**config.mk**
```make
export PLATFORM = sky130hd
export DESIGN_NAME = mem_arbiter
export DESIGN_NICKNAME = d
export VERILOG_FILES = /design/src/rtl/mem_arbiter.sv
export SDC_FILE = /design/constraint.sdc
export NUM_CORES = 1
export LEC_CHECK = 0
export BUFFER_PORTS_ARGS = -buffer_cell sky130_fd_sc_hd__buf_2
export CAP_MARGIN = 20
export CORE_AREA = 2 2 229 231
export DETAILED_ROUTE_END_ITERATION = 10
export DIE_AREA = 0 0 231 233
export GPL_ROUTABILITY_DRIVEN = 0
export PLACE_DENSITY_LB_ADDON = 0.25
export SLEW_MARGIN = 0
export SYNTH_ARGS = -nofsm -noshare
export SYNTH_HDL_FRONTEND = slang
export SYNTH_SLANG_ARGS = --single-unit
```
**constraint.sdc**
```tcl
create_clock -name clk -period 1.4 [get_ports clk]
set_clock_uncertainty 0.05 [all_clocks]
set_input_delay 0.14 -clock clk [delete_from_list [all_inputs] [get_ports clk]]
set_output_delay 0.14 -clock clk [all_outputs]
set_load 0.1 [all_outputs]
```
**src/rtl/mem_arbiter.sv**
```systemverilog
// Two-requester (IFU/LSU) arbiter onto a single memory port, fixed 3-cycle turn.
// Define ARB_ROUND_ROBIN_EN for round-robin grants; default is LSU priority.
`ifndef WdtTypeCnt
`define WdtTypeCnt 4
`endif
`ifndef Wdt8
`define Wdt8  4'b0001
`endif
`ifndef Wdt16
`define Wdt16 4'b0010
`endif
`ifndef Wdt32
`define Wdt32 4'b0100
`endif
`ifndef Wdt64
`define Wdt64 4'b1000
`endif

module mem_arbiter #(
    parameter int ADDR_W = 64,
    parameter int DATA_W = 64
) (
    input  logic                   clk,
    input  logic                   rst_n,
    input  logic                   ifu_req_valid,
    output logic                   ifu_req_ready,
    input  logic [ADDR_W-1:0]      ifu_addr,
    output logic                   ifu_resp_valid,
    output logic [DATA_W-1:0]      ifu_rdata,
    input  logic                   lsu_req_valid,
    output logic                   lsu_req_ready,
    input  logic                   lsu_wen,
    input  logic [ADDR_W-1:0]      lsu_addr,
    input  logic [DATA_W-1:0]      lsu_wdata,
    input  logic [`WdtTypeCnt-1:0] lsu_wdt_op,
    output logic                   lsu_resp_valid,
    output logic [DATA_W-1:0]      lsu_rdata,
    output logic [ADDR_W-1:0]      mem_raddr,
    output logic [ADDR_W-1:0]      mem_waddr,
    output logic [DATA_W-1:0]      mem_wdata,
    output logic                   mem_ren,
    output logic                   mem_wen,
    output logic [`WdtTypeCnt-1:0] wdt_op,
    input  logic [DATA_W-1:0]      mem_rdata
);

    typedef enum logic [1:0] {
        IDLE,
        ISSUE,
        WAIT
    } state_t;

    state_t state, state_nxt;

    logic                   grant_ifu;
    logic                   grant_lsu;
    logic                   hs;
    logic                   issue;
    logic                   r_lsu;
    logic                   r_wen;
    logic [ADDR_W-1:0]      r_addr;
    logic [DATA_W-1:0]      r_wdata;
    logic [`WdtTypeCnt-1:0] r_wdt;
    logic [31:0]            grant_cnt;
    logic                   unused_cnt;

`ifdef ARB_ROUND_ROBIN_EN
    logic last_lsu;

    always_ff @(posedge clk or negedge rst_n) begin
        if (!rst_n) begin
            last_lsu <= 1'b1;
        end else if (hs) begin
            last_lsu <= grant_lsu;
        end
    end
`endif

    // Grants are only offered in IDLE and never while reset is held.
    always_comb begin
        grant_ifu = 1'b0;
        grant_lsu = 1'b0;
        if (rst_n && state == IDLE) begin
            if (ifu_req_valid && lsu_req_valid) begin
`ifdef ARB_ROUND_ROBIN_EN
                grant_ifu = last_lsu;
                grant_lsu = ~last_lsu;
`else
                grant_lsu = 1'b1;
`endif
            end else begin
                grant_ifu = ifu_req_valid;
                grant_lsu = lsu_req_valid;
            end
        end
    end

    assign ifu_req_ready = grant_ifu;
    assign lsu_req_ready = grant_lsu;
    assign hs            = grant_ifu | grant_lsu;

    always_comb begin
        state_nxt = state;
        case (state)
            IDLE:    if (hs) state_nxt = ISSUE;
            ISSUE:   state_nxt = WAIT;
            WAIT:    state_nxt = IDLE;
            default: state_nxt = IDLE;
        endcase
    end

    always_ff @(posedge clk or negedge rst_n) begin
        if (!rst_n) begin
            state          <= IDLE;
            r_lsu          <= 1'b0;
            r_wen          <= 1'b0;
            r_addr         <= '0;
            r_wdata        <= '0;
            r_wdt          <= '0;
            grant_cnt      <= '0;
            ifu_resp_valid <= 1'b0;
            lsu_resp_valid <= 1'b0;
            ifu_rdata      <= '0;
            lsu_rdata      <= '0;
        end else begin
            state          <= state_nxt;
            ifu_resp_valid <= 1'b0;
            lsu_resp_valid <= 1'b0;
            if (hs) begin
                r_lsu     <= grant_lsu;
                r_wen     <= grant_lsu & lsu_wen;
                r_addr    <= grant_lsu ? lsu_addr : ifu_addr;
                r_wdata   <= (grant_lsu & lsu_wen) ? lsu_wdata : '0;
                r_wdt     <= grant_lsu ? lsu_wdt_op : `Wdt32;
                grant_cnt <= grant_cnt + 32'd1;
            end
            if (state == WAIT) begin
                if (r_lsu) begin
                    lsu_resp_valid <= 1'b1;
                    lsu_rdata      <= r_wen ? '0 : mem_rdata;
                end else begin
                    ifu_resp_valid <= 1'b1;
                    ifu_rdata      <= mem_rdata;
                end
            end
        end
    end

    // Memory port is quiet (all zero) except during the single ISSUE cycle.
    assign issue     = (state == ISSUE);
    assign mem_ren   = issue & ~r_wen;
    assign mem_wen   = issue & r_wen;
    assign mem_raddr = mem_ren ? r_addr : '0;
    assign mem_waddr = mem_wen ? r_addr : '0;
    assign mem_wdata = mem_wen ? r_wdata : '0;
    assign wdt_op    = issue ? r_wdt : '0;

    assign unused_cnt = ^grant_cnt;

endmodule

```
Word-level counts from Yosys, hierarchy flattened
Cells that the tools add are included.

Register bits: 266. Output and inout port bits: 330. Logic and storage cells: 42.

Equality and inequality tests: 3. Mux-type cells: 18. Bitwise logic cells: 6. Reductions and logical operators: 5.

Operator list (number): 64-bit two-way mux (6); 1-bit two-way mux (8); 4-bit two-way mux (2); 2-bit one-hot mux with 2 select lines (1); 2-bit AND reduction (2); 1-bit bitwise AND (3); 2-bit by 1-bit == test with 1-bit output (second input constant) (1); 2-bit == test (second input constant) (1); 1-bit logical AND (2); 2-bit logical NOT (1); 2-bit two-way mux (1); 2-bit != test (second input constant) (1); 1-bit NOT (2); 1-bit bitwise OR (1).

Depth between registers and ports, before layout
Word-level depth: 6. Depth in mapped cells: 6. Depth with buffers taken out: 4.

Least setup slack after synthesis
No wires, ideal clock.

Kind: register -> output. Start point: reg state[0]. End point: out mem_raddr[54]. Arrival time: 2140 ps. Required time: 1210 ps. Setup slack: -930 ps. Stages on the path, launching flop included: 6. Buffers on the path: 2. Path through: dfrtp_1 -> nor2b_1 -> buf_2 -> and2b_1 -> buf_2 -> and2_1.

Cells in the longest elaborated chain, start to end: 3.

Ends and longest elaborated chain: from (decl) (line 53) `state_t state, state_nxt;`; from (signal assigned) (line 126) `state <= state_nxt;`; 2-bit by 1-bit == test with 1-bit output (line 150) `assign issue = (state == ISSUE);`; 1-bit bitwise AND (line 151) `assign mem_ren = issue & ~r_wen;`; named net mem_ren (line 41) `output logic mem_ren,`; 64-bit two-way mux (line 153) `assign mem_raddr = mem_ren ? r_addr : '0;`; to (decl) (line 38) `output logic [ADDR_W-1:0] mem_raddr,`.

The timed path passes the listed nets, and every way through them passes these cells.

Worst setup path after layout
Start point: reg r_wen. End point: out mem_raddr[7].

Cells in the longest elaborated chain, start to end: 3.

Ends and longest elaborated chain: from (decl) (line 60) `logic r_wen;`; from (signal assigned) (line 131) `r_wen <= grant_lsu & lsu_wen;`; 1-bit NOT (line 151); 1-bit bitwise AND (line 151); 64-bit two-way mux (line 153).

No other way between the ends.

==> metrics.txt <==
outcome=complete, but fails checks; failing checks=negative setup slack; Residual DRC=0; critical path capture point type=output pin; Crit path top cell by count=buf_12; Hold Crit Class=input port to flop; final core utilization=between 40% and 50%; Yosys Warn Count=0; first-pass GRT wire length=between 70000 and 80000 um; Leakage=0.0113 uW; worst setup margin=-0.734 ns; WP buf/inv=3; DRT Wirelength=54400 um; Cell variety after synth=30; vias in the first global route=12.9k; I/O Pins=595; RSZ-0062 raised after global routing=true; Initial Utilization=23.2%; grt total ovfl=0; Layout Nets=2214; critical path class=flop to output pin; largest net degree at the start of global routing=approximately 140; synthesized flop and latch total=266; Avg Inst Size Synth=11.4 um2; clock slew at reported path FFs=0.06 ns; vias per std cell=roughly 4.6; CP delay by family, top=flip-flops; Die Span X=231 um; layout cells sized above 1=52.9%; highest attainable clock frequency=469 MHz; crit-path max cell delay=0.49 ns; Setup crit start kind=flop; clock sinks=266; worst vdd ir=0.00203 V; Initial DRC Count=about 530; total CTS buffers=35; share of the synthesized area in the top cell type=56.2%; hold slack=0.0633 ns; most common cell after layout, fill and taps aside=buf_2; clk root buf=clkbuf_16; Die ar.=about 54000 um2; CTS tree=yes; wire length per cell=20.5 um; clk_lat worst skew=0.54 ns; Detail Route Antenna Nets=0; CTS Buffer Depth=3; PortBufs=594; Final HPWL DP=~36000 um; num rows=83; Pre-antenna DRT Iters=5; Max-slew headroom=37.5%; slew at the pin closest to its max-slew limit=0.937 ns; Pins Over Slew Limit=0; Data required, critical path=1.21 ns; critical path, cell by cell=and2b_2, buf_12, buf_12, and2_4, buf_12; Die Span Y=233 um; H-tree Lvls=2; Crit-path slowest cell=dfrtp_4; Cell Area, Synth=approximately 12000 um2; Final setup viols=552; Pwr Density=1920 nW/um2; CP Max Fanout=8; sequential area share after synthesis=roughly 56%; initial antenna violation count=3; synthesis-to-layout area growth=108%; GRT Resource Usage Total=a little under a fifth; post-synth top area cell=dfrtp_1; Worst EP arrival=1.94 ns; Final period util=152%; most frequent cells in the layout=buf_2 (393), dfrtp_1 (264), dlygate4sd3_1 (258); Max Cap Violations=0; gate count of the mapped netlist=1043; synthesized net count=1308; Synth area leaders=dfrtp_1 (56%), and3_1 (6.8%), a22o_1 (5.0%); Hold Vio Cnt, Final=0; Tmin final=around 2.1 ns; core area=51100 um2; vias=12.2k
[Yosys cell counts]
cell,count
clkbuf_1,50
o21ai_2,1
mux2_1,49
a22oi_1,63
and3_1,129
nor3b_2,1
nand3b_1,1
nor2b_1,2
a32oi_1,1
inv_1,3
nand2_1,66
buf_4,12
and2_1,70
o2bb2ai_1,63
nor3b_4,1
and2b_1,1
buf_6,2
a22o_1,67
o21ai_0,64
a2bb2oi_1,1
a21o_1,2
dfrtp_1,266
nand3_1,2
mux2_2,15
buf_1,6
nand2b_1,64
or3b_1,1
clkbuf_2,6
buf_2,32
nor2_1,2
[metal layers]
metal	global-route usage (%)	wire (um)	vias to the layer above
met1	22.0	21800	6040
met4	7.72	1900	2
met5	0	11	-
met3	5.76	3970	96
li1	-	-	5573
met2	31.3	26800	476
[registers in the layout (all words and copies together), names as in the netlist]
signal	flops
ifu_rdata	64
lsu_rdata	64
r_addr	64
r_wdata	64
r_wdt	4
state	2
ifu_resp_valid	1
lsu_resp_valid	1
r_lsu	1
r_wen	1
[path summary, 6_finish.rpt]
check                               from             to  slack, ns  cells past startpoint
min                         ifu_addr[58]     r_addr[58]       0.06                      4
min in group asynchronous          rst_n          r_wen       0.12                      3
min reg2reg                lsu_rdata[44]  lsu_rdata[44]       0.42                      2
max                                r_wen   mem_raddr[7]      -0.73                      5
max reg2reg                     state[1]     r_wdata[3]      -0.53                      8
max in group asynchronous          rst_n     r_addr[39]       0.10                      4
[final cells by class]
| type | count | area, um2 |
|---|---|---|
| fill | 4522 | 26400 |
| timing repair buffer | 977 | 10300 |
| sequential | 266 | 6660 |
| multi-input combinational | 666 | 5670 |
| clock buffer | 52 | 1020 |
| tap | 680 | 851 |
| clock inverter | 8 | 114 |
| inverter | 3 | 11.3 |
| antenna | 1 | 2.50 |
[cell families after synthesis]
group | Yosys count | share of synthesized area (%)
simple gates | 340 | 16.7
compound gates | 262 | 16.6
mux | 64 | 6.08
flops | 266 | 56.2
buf+inv | 111 | 4.42
[worst min-delay path, stage by stage]
cell,delay (ns)
buf_2,0.08
a22oi_1,0.11
buf_4,0.16
o2bb2ai_1,0.12
[repair_timing]
item,CTS,global route
setup buffers,4,9
pin swaps,9,9
gates resized for setup,22,52
endpoints found under the setup margin,591,594
cloned,1,22
hold endpoints to repair,524,0
hold buffers,258,0
[report_power, final]
group	switching (uW)	internal, uW
Combinational	19900	6300
Clock	3570	5430
Sequential	1710	10300
[through the flow]
step | setup slack [ns] | std cells | total power, uW | setup TNS [ns] | instance area [um2]
detailed placement | -0.335 | 2299 | 37100 | -99.80 | 20100
finish | -0.734 | 2653 | 47300 | -227.24 | 24700
global placement | -0.330 | 2299 | 36900 | -90.62 | 20100
floorplan | -0.285 | 1043 | 31500 | -43.40 | 13000
global route | -0.816 | 2653 | 49100 | -274.71 | 24700
CTS | -0.806 | 2621 | 47100 | -235.85 | 23900
Power figures use the tool's default switching activity.
